## config.mk

```make
export PLATFORM = sky130hd
export DESIGN_NAME = keypad_scanner
export DESIGN_NICKNAME = d
export VERILOG_FILES = /design/src/rtl/keypad_scanner_pkg.sv /design/src/rtl/kb_frame_classify.sv /design/src/rtl/keypad_scanner.sv
export SDC_FILE = /design/constraint.sdc
export NUM_CORES = 1
export LEC_CHECK = 0
export CAP_MARGIN = 15
export CORE_MARGIN = 3
export CORE_UTILIZATION = 45
export CTS_BUF_LIST = sky130_fd_sc_hd__clkbuf_2
export CTS_CLUSTER_DIAMETER = 120
export DETAILED_ROUTE_END_ITERATION = 8
export PLACE_DENSITY = 0.63
export SYNTH_ARGS = -nofsm -noshare
export SYNTH_HDL_FRONTEND = slang
export SYNTH_SLANG_ARGS = --single-unit
```

## constraint.sdc

```tcl
create_clock -name clk -period 13.5 [get_ports clk]
set_clock_uncertainty 0.15 [all_clocks]
set_input_delay 1.35 -clock clk [delete_from_list [all_inputs] [get_ports clk]]
set_output_delay 1.35 -clock clk [all_outputs]
set_load 0.02 [all_outputs]
```

## src/rtl/keypad_scanner_pkg.sv

```systemverilog
// Shared definitions for the keypad scanner: FSM encoding, frame classes and
// the key-code layout {row_idx, col_idx} that downstream decoders rely on.
package keypad_scanner_pkg;

  typedef enum logic [1:0] {
    ST_IDLE        = 2'd0,
    ST_PRESS_DEB   = 2'd1,
    ST_HELD        = 2'd2,
    ST_RELEASE_DEB = 2'd3
  } kb_state_e;

  typedef enum logic [1:0] {
    FR_NONE   = 2'd0,
    FR_SINGLE = 2'd1,
    FR_MULTI  = 2'd2
  } frame_class_e;

  localparam int KEY_ROW_LSB = 2;
  localparam int KEY_COL_LSB = 0;

  function automatic logic [3:0] make_key_code(input logic [1:0] row, input logic [1:0] col);
    logic [3:0] code;
    code = '0;
    code[KEY_ROW_LSB +: 2] = row;
    code[KEY_COL_LSB +: 2] = col;
    return code;
  endfunction

endpackage

```

## src/rtl/kb_frame_classify.sv

```systemverilog
// Classifies one 16-position scan frame as NONE, SINGLE (with its key code)
// or MULTI. Hit bit layout: hits[col*4 + row].
module kb_frame_classify
  import keypad_scanner_pkg::*;
(
  input  logic [15:0]  hits,
  output frame_class_e cls,
  output logic [3:0]   code
);

  logic [4:0] n_hits;

  always_comb begin
    n_hits = '0;
    code   = '0;
    for (int i = 0; i < 16; i++) begin
      if (hits[i]) begin
        n_hits = n_hits + 5'd1;
        code   = make_key_code(2'(i), 2'(i >> 2));
      end
    end
    if (n_hits == 5'd0)      cls = FR_NONE;
    else if (n_hits == 5'd1) cls = FR_SINGLE;
    else                     cls = FR_MULTI;
  end

endmodule

```

## src/rtl/keypad_scanner.sv

```systemverilog
// 4x4 matrix keypad scanner: column drive, row synchroniser, per-frame hit
// capture and a debounce FSM that accepts single-key presses and releases.
module keypad_scanner
  import keypad_scanner_pkg::*;
#(
  parameter int DEB_FRAMES = 2
) (
  input  logic       clk,
  input  logic       rst_n,
  input  logic       scan_tick,
  input  logic [3:0] keyboard_row,
  output logic [3:0] keyboard_col,
  output logic       key_valid,
  output logic [3:0] key_code,
  output logic       key_held
);

  localparam logic [2:0] DEB_N = 3'(DEB_FRAMES);

  logic [3:0]   row_sync_p0, row_sync_p1;
  logic [1:0]   col_idx;
  logic [11:0]  hits_q;
  kb_state_e    state_q, state_d;
  logic [2:0]   deb_cnt_q, deb_cnt_d;
  logic [3:0]   cand_q, cand_d;
  logic [3:0]   key_code_q, key_code_d;
  logic         key_valid_q, key_valid_d;
  logic         key_held_q, key_held_d;

  logic         frame_end;
  logic [15:0]  frame_hits;
  frame_class_e frm_cls;
  logic [3:0]   frm_code;
  logic [2:0]   deb_inc;
  logic         deb_done;

  // Row synchroniser and column scan
  always_ff @(posedge clk or negedge rst_n) begin
    if (!rst_n) begin
      row_sync_p0 <= '0;
      row_sync_p1 <= '0;
      col_idx     <= '0;
      hits_q      <= '0;
    end else begin
      row_sync_p0 <= keyboard_row;
      row_sync_p1 <= row_sync_p0;
      if (scan_tick) begin
        case (col_idx)
          2'd0:    hits_q[3:0]  <= ~row_sync_p1;
          2'd1:    hits_q[7:4]  <= ~row_sync_p1;
          2'd2:    hits_q[11:8] <= ~row_sync_p1;
          default: ;
        endcase
        col_idx <= col_idx + 2'd1;
      end
    end
  end

  assign keyboard_col = ~(4'b0001 << col_idx);

  // Column 3 is classified straight from the synchroniser on the closing tick
  assign frame_end  = scan_tick && (col_idx == 2'd3);
  assign frame_hits = {~row_sync_p1, hits_q};

  kb_frame_classify u_classify (
    .hits (frame_hits),
    .cls  (frm_cls),
    .code (frm_code)
  );

  assign deb_inc  = deb_cnt_q + 3'd1;
  assign deb_done = (deb_inc == DEB_N);

  // Debounce FSM; MULTI frames leave every piece of state untouched
  always_comb begin
    state_d     = state_q;
    deb_cnt_d   = deb_cnt_q;
    cand_d      = cand_q;
    key_code_d  = key_code_q;
    key_held_d  = key_held_q;
    key_valid_d = 1'b0;
    if (frame_end && frm_cls != FR_MULTI) begin
      unique case (state_q)
        ST_IDLE: begin
          if (frm_cls == FR_SINGLE) begin
            cand_d    = frm_code;
            deb_cnt_d = 3'd1;
            if (DEB_N == 3'd1) begin
              state_d     = ST_HELD;
              deb_cnt_d   = '0;
              key_code_d  = frm_code;
              key_valid_d = 1'b1;
              key_held_d  = 1'b1;
            end else begin
              state_d = ST_PRESS_DEB;
            end
          end
        end
        ST_PRESS_DEB: begin
          if (frm_cls == FR_NONE) begin
            state_d   = ST_IDLE;
            deb_cnt_d = '0;
          end else if (frm_code != cand_q) begin
            cand_d    = frm_code;
            deb_cnt_d = 3'd1;
          end else if (deb_done) begin
            state_d     = ST_HELD;
            deb_cnt_d   = '0;
            key_code_d  = cand_q;
            key_valid_d = 1'b1;
            key_held_d  = 1'b1;
          end else begin
            deb_cnt_d = deb_inc;
          end
        end
        ST_HELD: begin
          if (frm_cls == FR_NONE) begin
            if (DEB_N == 3'd1) begin
              state_d    = ST_IDLE;
              deb_cnt_d  = '0;
              key_held_d = 1'b0;
            end else begin
              state_d   = ST_RELEASE_DEB;
              deb_cnt_d = 3'd1;
            end
          end
        end
        ST_RELEASE_DEB: begin
          if (frm_cls == FR_NONE) begin
            if (deb_done) begin
              state_d    = ST_IDLE;
              deb_cnt_d  = '0;
              key_held_d = 1'b0;
            end else begin
              deb_cnt_d = deb_inc;
            end
          end else begin
            state_d   = ST_HELD;
            deb_cnt_d = '0;
          end
        end
        default: state_d = ST_IDLE;
      endcase
    end
  end

  always_ff @(posedge clk or negedge rst_n) begin
    if (!rst_n) begin
      state_q     <= ST_IDLE;
      deb_cnt_q   <= '0;
      cand_q      <= '0;
      key_code_q  <= '0;
      key_valid_q <= 1'b0;
      key_held_q  <= 1'b0;
    end else begin
      state_q     <= state_d;
      deb_cnt_q   <= deb_cnt_d;
      cand_q      <= cand_d;
      key_code_q  <= key_code_d;
      key_valid_q <= key_valid_d;
      key_held_q  <= key_held_d;
    end
  end

  assign key_valid = key_valid_q;
  assign key_code  = key_code_q;
  assign key_held  = key_held_q;

endmodule
```

# Yosys cells after proc, flatten, opt, wreduce, memory -nomap -nowiden
# Index checks and enable logic that the tools add are counted.
# op_classes
n_shift	1
addsub	17
eq_ne	22
reduce_logical	16
n_mux	63
n_bitwise	4
# ops
op	n
$mux W5	15
$add A5 B1 Y5 const B	14
$mux W4	17
$mux W3	7
$mux W2	9
$ne A2 B2 Y1 const B	9
$pmux W3 S4	1
$mux W1	11
$reduce_and A5 Y1	2
$ne A3 B3 Y1 const B	3
$eq A2 B2 Y1 const B	4
$not A4 Y4	2
$pmux W2 S4	1
$pmux W4 S2	1
$reduce_and A7 Y1	1
$eq A2 B1 Y1 const B	3
$logic_not A2 Y1	3
$reduce_and A2 Y1	3
$reduce_and A6 Y1	1
$eq A5 B1 Y1 const B	1
$logic_not A5 Y1	1
$ne A4 B4 Y1	1
$reduce_bool A2 Y1	2
$shl A1 B2 Y4 const A	1
other kinds (8)	10
# word_totals
in_bits	7
output_inout_bits	10
elab_cells	135
register_bits	37

# Longest topological paths before layout
# logic_depth
word_depth	38
depth_mapped	49
ltp_nobuf	49

# Hierarchy
# From an unflattened synthesis, not the netlist that was laid out.
# unflattened
cells_unflattened	368
area_unflattened_um2	3335.7
# by_module_without_submodules
mod	instances	area_per_inst_um2	cells_each	seq_area_each_um2
kb_frame_classify	1	1717.9	231	0.0
keypad_scanner	1	1617.8	137	925.9

# Worst setup path after synthesis
# OpenSTA, ideal clock, no wires.
# synth_path
path_type	register to register
startpoint	register hits_q[0]
endpoint	register key_code_q[0] (netlist: key_code[0])
setup_time_ps	125
arrival_ps	9496
path_slack_ps	3729
synth_period_minus_slack_ps	9771
stages_incl_launch_ff	49
required_time_ps	13225
n_path_buf	0
cell_sequence	dfrtp_1 > inv_1 > ha_1 > xnor2_1 > inv_1 > ha_1 > nand2_1 > o21ai_0 > ha_1 > mux2_2 > ha_1 > inv_1 > a22o_1 > nand2_1 > ha_1 > nand2b_1 > o21a_1 > ha_1 > [... 13 more ...] > ha_1 > nand2b_1 > nand2_1 > ha_1 > nor2_1 > a31oi_1 > ha_1 > nor2b_1 > a21oi_1 > inv_1 > ha_1 > nor2_1 > a21oi_1 > nor2_1 > and3b_1 > mux2i_1 > nor4b_4 > mux2_4
# synth_between
elab_chain_cells	37
elab_cells_between_ends	40
classes_between	add/sub (15); eq/ne (2); mux (18); bitwise (1); reduce/logical (4)
# synth_rtl
element	line_no	rtl
start, declared	keypad_scanner.sv:22	logic [11:0] hits_q;
start signal, assigned	keypad_scanner.sv:49	2'd0: hits_q[3:0] <= ~row_sync_p1;
$mux W1 (*)	kb_frame_classify.sv:17	if (hits[i]) begin
$add A1 B1 Y2	kb_frame_classify.sv:18	n_hits = n_hits + 5'd1;
$mux W5 (*)	kb_frame_classify.sv:17	
$add A5 B1 Y5	kb_frame_classify.sv:18	
$mux W5 (*)	kb_frame_classify.sv:17	
$add A5 B1 Y5	kb_frame_classify.sv:18	
$mux W5 (*)	kb_frame_classify.sv:17	
$add A5 B1 Y5	kb_frame_classify.sv:18	
[... 21 more ...]	--	
$add A5 B1 Y5	kb_frame_classify.sv:18	
$mux W5 (*)	kb_frame_classify.sv:17	
$eq A5 B1 Y1	kb_frame_classify.sv:23	else if (n_hits == 5'd1) cls = FR_SINGLE;
$mux W2	kb_frame_classify.sv:23	
$mux W2 (*)	kb_frame_classify.sv:22	if (n_hits == 5'd0) cls = FR_NONE;
$ne A2 B2 Y1 / $logic_not A2 Y1 (equally long branches)	keypad_scanner.sv:82, keypad_scanner.sv:100	
$logic_and A1 B1 Y1 / $not A1 Y1 (equally long branches)	--	
$reduce_and A5 Y1 (no line) (*)	--	
end signal, assigned	keypad_scanner.sv:159	key_code_q <= key_code_d;
end, declared	keypad_scanner.sv:26	logic [3:0] key_code_q, key_code_d;
# Mark *: on every way between the ends. The rest lies on a longest branch, timed or not.
# A chain may end at the register's enable or synchronous reset.

# Final worst setup path
# layout_path
startpoint	register hits_q[1]
endpoint	register key_code_q[0] (netlist: key_code[0])
# layout_between
elab_chain_cells	35
elab_cells_between_ends	55
classes_between	add/sub (14); eq/ne (3); mux (32); bitwise (2); reduce/logical (4)
# layout_rtl
element	line_no
$mux W5	kb_frame_classify.sv:17
$add A5 B1 Y5	kb_frame_classify.sv:18
$mux W5	kb_frame_classify.sv:17
$add A5 B1 Y5	kb_frame_classify.sv:18
$mux W5	kb_frame_classify.sv:17
$add A5 B1 Y5	kb_frame_classify.sv:18
$mux W5	kb_frame_classify.sv:17
$add A5 B1 Y5	kb_frame_classify.sv:18
[... 19 more ...]	--
$add A5 B1 Y5	kb_frame_classify.sv:18
$mux W5	kb_frame_classify.sv:17
$eq A5 B1 Y1	kb_frame_classify.sv:23
$mux W2	kb_frame_classify.sv:23
$mux W2	kb_frame_classify.sv:22
$ne A2 B2 Y1 / $logic_not A2 Y1 (equally long branches)	keypad_scanner.sv:82, keypad_scanner.sv:100
$logic_and A1 B1 Y1 / $not A1 Y1 (equally long branches)	--
$reduce_and A5 Y1 (no line) (*)	--
# Marked as above.

==> results.json <==
{
  "grt_pass1_wl_mm": 12.0,
  "worst_r2r_path_depth": 48,
  "synth_commonest_cells": "nand2_1 (41), dfrtp_1 (37), inv_1 (26), xnor2_1 (26), nor2_1 (24)",
  "hp-start": "row_sync_p0[2]",
  "start_util": 0.476,
  "regToRegEndpoint": "key_code[0]",
  "grt_use_total": 0.166,
  "ys_seq_area_frac": 0.261,
  "rsz0062_at_grt": "false",
  "crit_start": "hits_q[1]",
  "core_um2": 7450,
  "antennaDiodeCount": 0,
  "nets": 424,
  "crit_required_ns": 13.64,
  "postPlaceCellArea_um2": 3750,
  "syn_to_final_growth_pct": 7.73,
  "multiInputGateArea_um2": 2450,
  "reg2reg_from": "hits_q[1]",
  "endpoint": "key_code[0]",
  "final_area_um2": 3820,
  "critPathSlowestCell": "nor4b_4",
  "io_pins": 17,
  "first_pass_iters": 4,
  "cts_buffers": 5,
  "met3_usage": 0.0311,
  "grt_overflow": 0,
  "use_met2": 0.248,
  "worstPathArrival_ns": 11.12,
  "max_freq_ghz": 0.0910,
  "fin_setup_tns_ns": 0,
  "drc": 0,
  "hpwl_mm": 5.29,
  "avgSynthCellArea_um2": 9.12,
  "synth_area_leader_cell": "dfrtp_1",
  "cts_sinks": 37,
  "r2r_setup_slack_ns": 2.51,
  "clockBufferDepth": 2,
  "wl_mm": 6.95,
  "top_usage_layer": "met1",
  "seqCellArea_um2": 926,
  "setup_viol": 0,
  "ctsResizeCount": 0,
  "syn-cell-area_um2": 3550,
  "cpPeakStageDelay_ns": 0.50,
  "timing.final.ws_setup_ns": 2.51,
  "clock_latency_ns": 0.39,
  "cp_common_cell": "ha_1",
  "die_h_um": 94.8,
  "ys_types": 72,
  "fillers": 731,
  "synth_warnings": 0,
  "grt_pass1_vias": 2488,
  "cp-end-kind": "flip-flop",
  "syn_nets": 417,
  "fin_crit_sh": 0.814,
  "async_reset_ff_frac": 1.00,
  "synth_most_common_cell": "nand2_1",
  "crit_path_start_kind": "flip-flop",
  "yosys_register_bits": 37,
  "period_minus_slack_ns": 10.99,
  "postSynthCellCount": 389,
  "gp_congestion": 0.780,
  "synth.top_cell.area_share": 0.261,
  "htreeDepth": 2,
  "root_buffer": "clkbuf_2",
  "min_path_type": "reg2reg",
  "synth_edf_count": 0,
  "worstMarginPinSlew_ns": 0.819,
  "cts_tree": "built",
  "grt_util_met1": 0.250,
  "layout-drive-gt1-share": 0.0856,
  "drv_cap": 0,
  "status": "completed",
  "slew_headroom": 0.454,
  "critPathKind": "reg2reg",
  "rows": 31,
  "path_max_fanout": 6,
  "hold_viol": 0,
  "port_buffers": 16,
  "antenna_found_initial": 0,
  "yosys-top-cells-area": "dfrtp_1 (26%), ha_1 (7.4%), xnor2_1 (6.4%)",
  "holdBufCountCts": 0,
  "drv_slew": 0,
  "place_ws_ns": 2.61,
  "num_vias": 2676,
  "die_w_um": 94.8,
  "final_util": 0.513,
  "synthFlopType": "dfrtp_1",
  "via_per_inst": 5.40,
  "postCtsSetupBuffers": 0,
  "wl_per_cell_um": 14.0,
  "clk_pin_slew_ns": 0.20,
  "drtIter0Drc": 212,
  "grt_start_max_net_pins": 38,
  "dieArea_um2": 8980,
  "final_antenna_net_count": 0
}
[layer usage]
metal / share of wire / up-vias
met5: 0 / -
met4: 0.0065 / 0
met3: 0.035 / 6
met2: 0.44 / 33
met1: 0.51 / 1252
li1: - / 1385
[how the worst min path moves through the flow]
stage | slack, ns | endpoint | depth (start not counted)
4_1_cts | 0.22 | row_sync_p1[2] | 0
5_1_grt | 0.23 | row_sync_p1[1] | 0
3_3_place_gp | 0.18 | row_sync_p1[3] | 0
3_5_place_dp | 0.18 | row_sync_p1[2] | 0
2_1_floorplan | 0.18 | row_sync_p1[0] | 0
6_report | 0.22 | row_sync_p1[2] | 0
[final cells by class]
type / count / share of cell area
Clock inverter: 2 / 0.0102
Inverter: 26 / 0.0255
Tap cell: 99 / 0.0324
Clock buffer: 6 / 0.00786
Timing Repair Buffer: 16 / 0.0406
Sequential cell: 37 / 0.242
Multi-Input combinational cell: 310 / 0.641
[registers in the layout (all words and copies together), names as in the netlist, named ones only]
name / cells
deb_cnt_q: 3
hits_q: 12
key_valid: 1
key_code: 4
state_q: 1
row_sync_p0: 4
key_held: 1
row_sync_p1: 4
col_idx: 2
cand_q: 4
[stage by stage]
step                      hold slack (ns)  instances
after global placement              0.184        488
after detailed placement            0.185        488
after floorplan                     0.181        389
final                               0.223        496
after CTS                           0.225        496
after global routing                0.232        496
[kinds of logic (layout without fill, tap and decap cells)]
group | count (synthesis) | in the layout | synth area share
compound gates | 90 | 90 | 0.173
simple gates | 127 | 127 | 0.193
flops | 37 | 37 | 0.261
fa+ha+maj | 22 | 22 | 0.0769
buf+inv | 42 | 50 | 0.0483
xor+xnor | 53 | 53 | 0.189
mux | 18 | 18 | 0.0593
[layout by cell type, fill, tap and decap left out, drive strengths merged, types with 10 or more instances in the layout]
cell	count
a21oi	21
clkdlybuf4s50	15
nor2	24
nand2	41
dfrtp	37
o21ai	24
inv	26
xnor2	30
nand3	10
xor2	14
ha	21
[critical path: cells and delay by family, from the launching register on]
family / cells / cell delay [ns]
xor+xnor: 1 / 0.34
buf+inv: 4 / 0.31
mux: 4 / 1.11
compound gates: 12 / 2.60
fa+ha+maj: 14 / 4.17
flops: 1 / 0.43
simple gates: 13 / 1.78
Power is not shown: default switching activity piles up to over one toggle a cycle in this logic, so the estimate is an artifact.
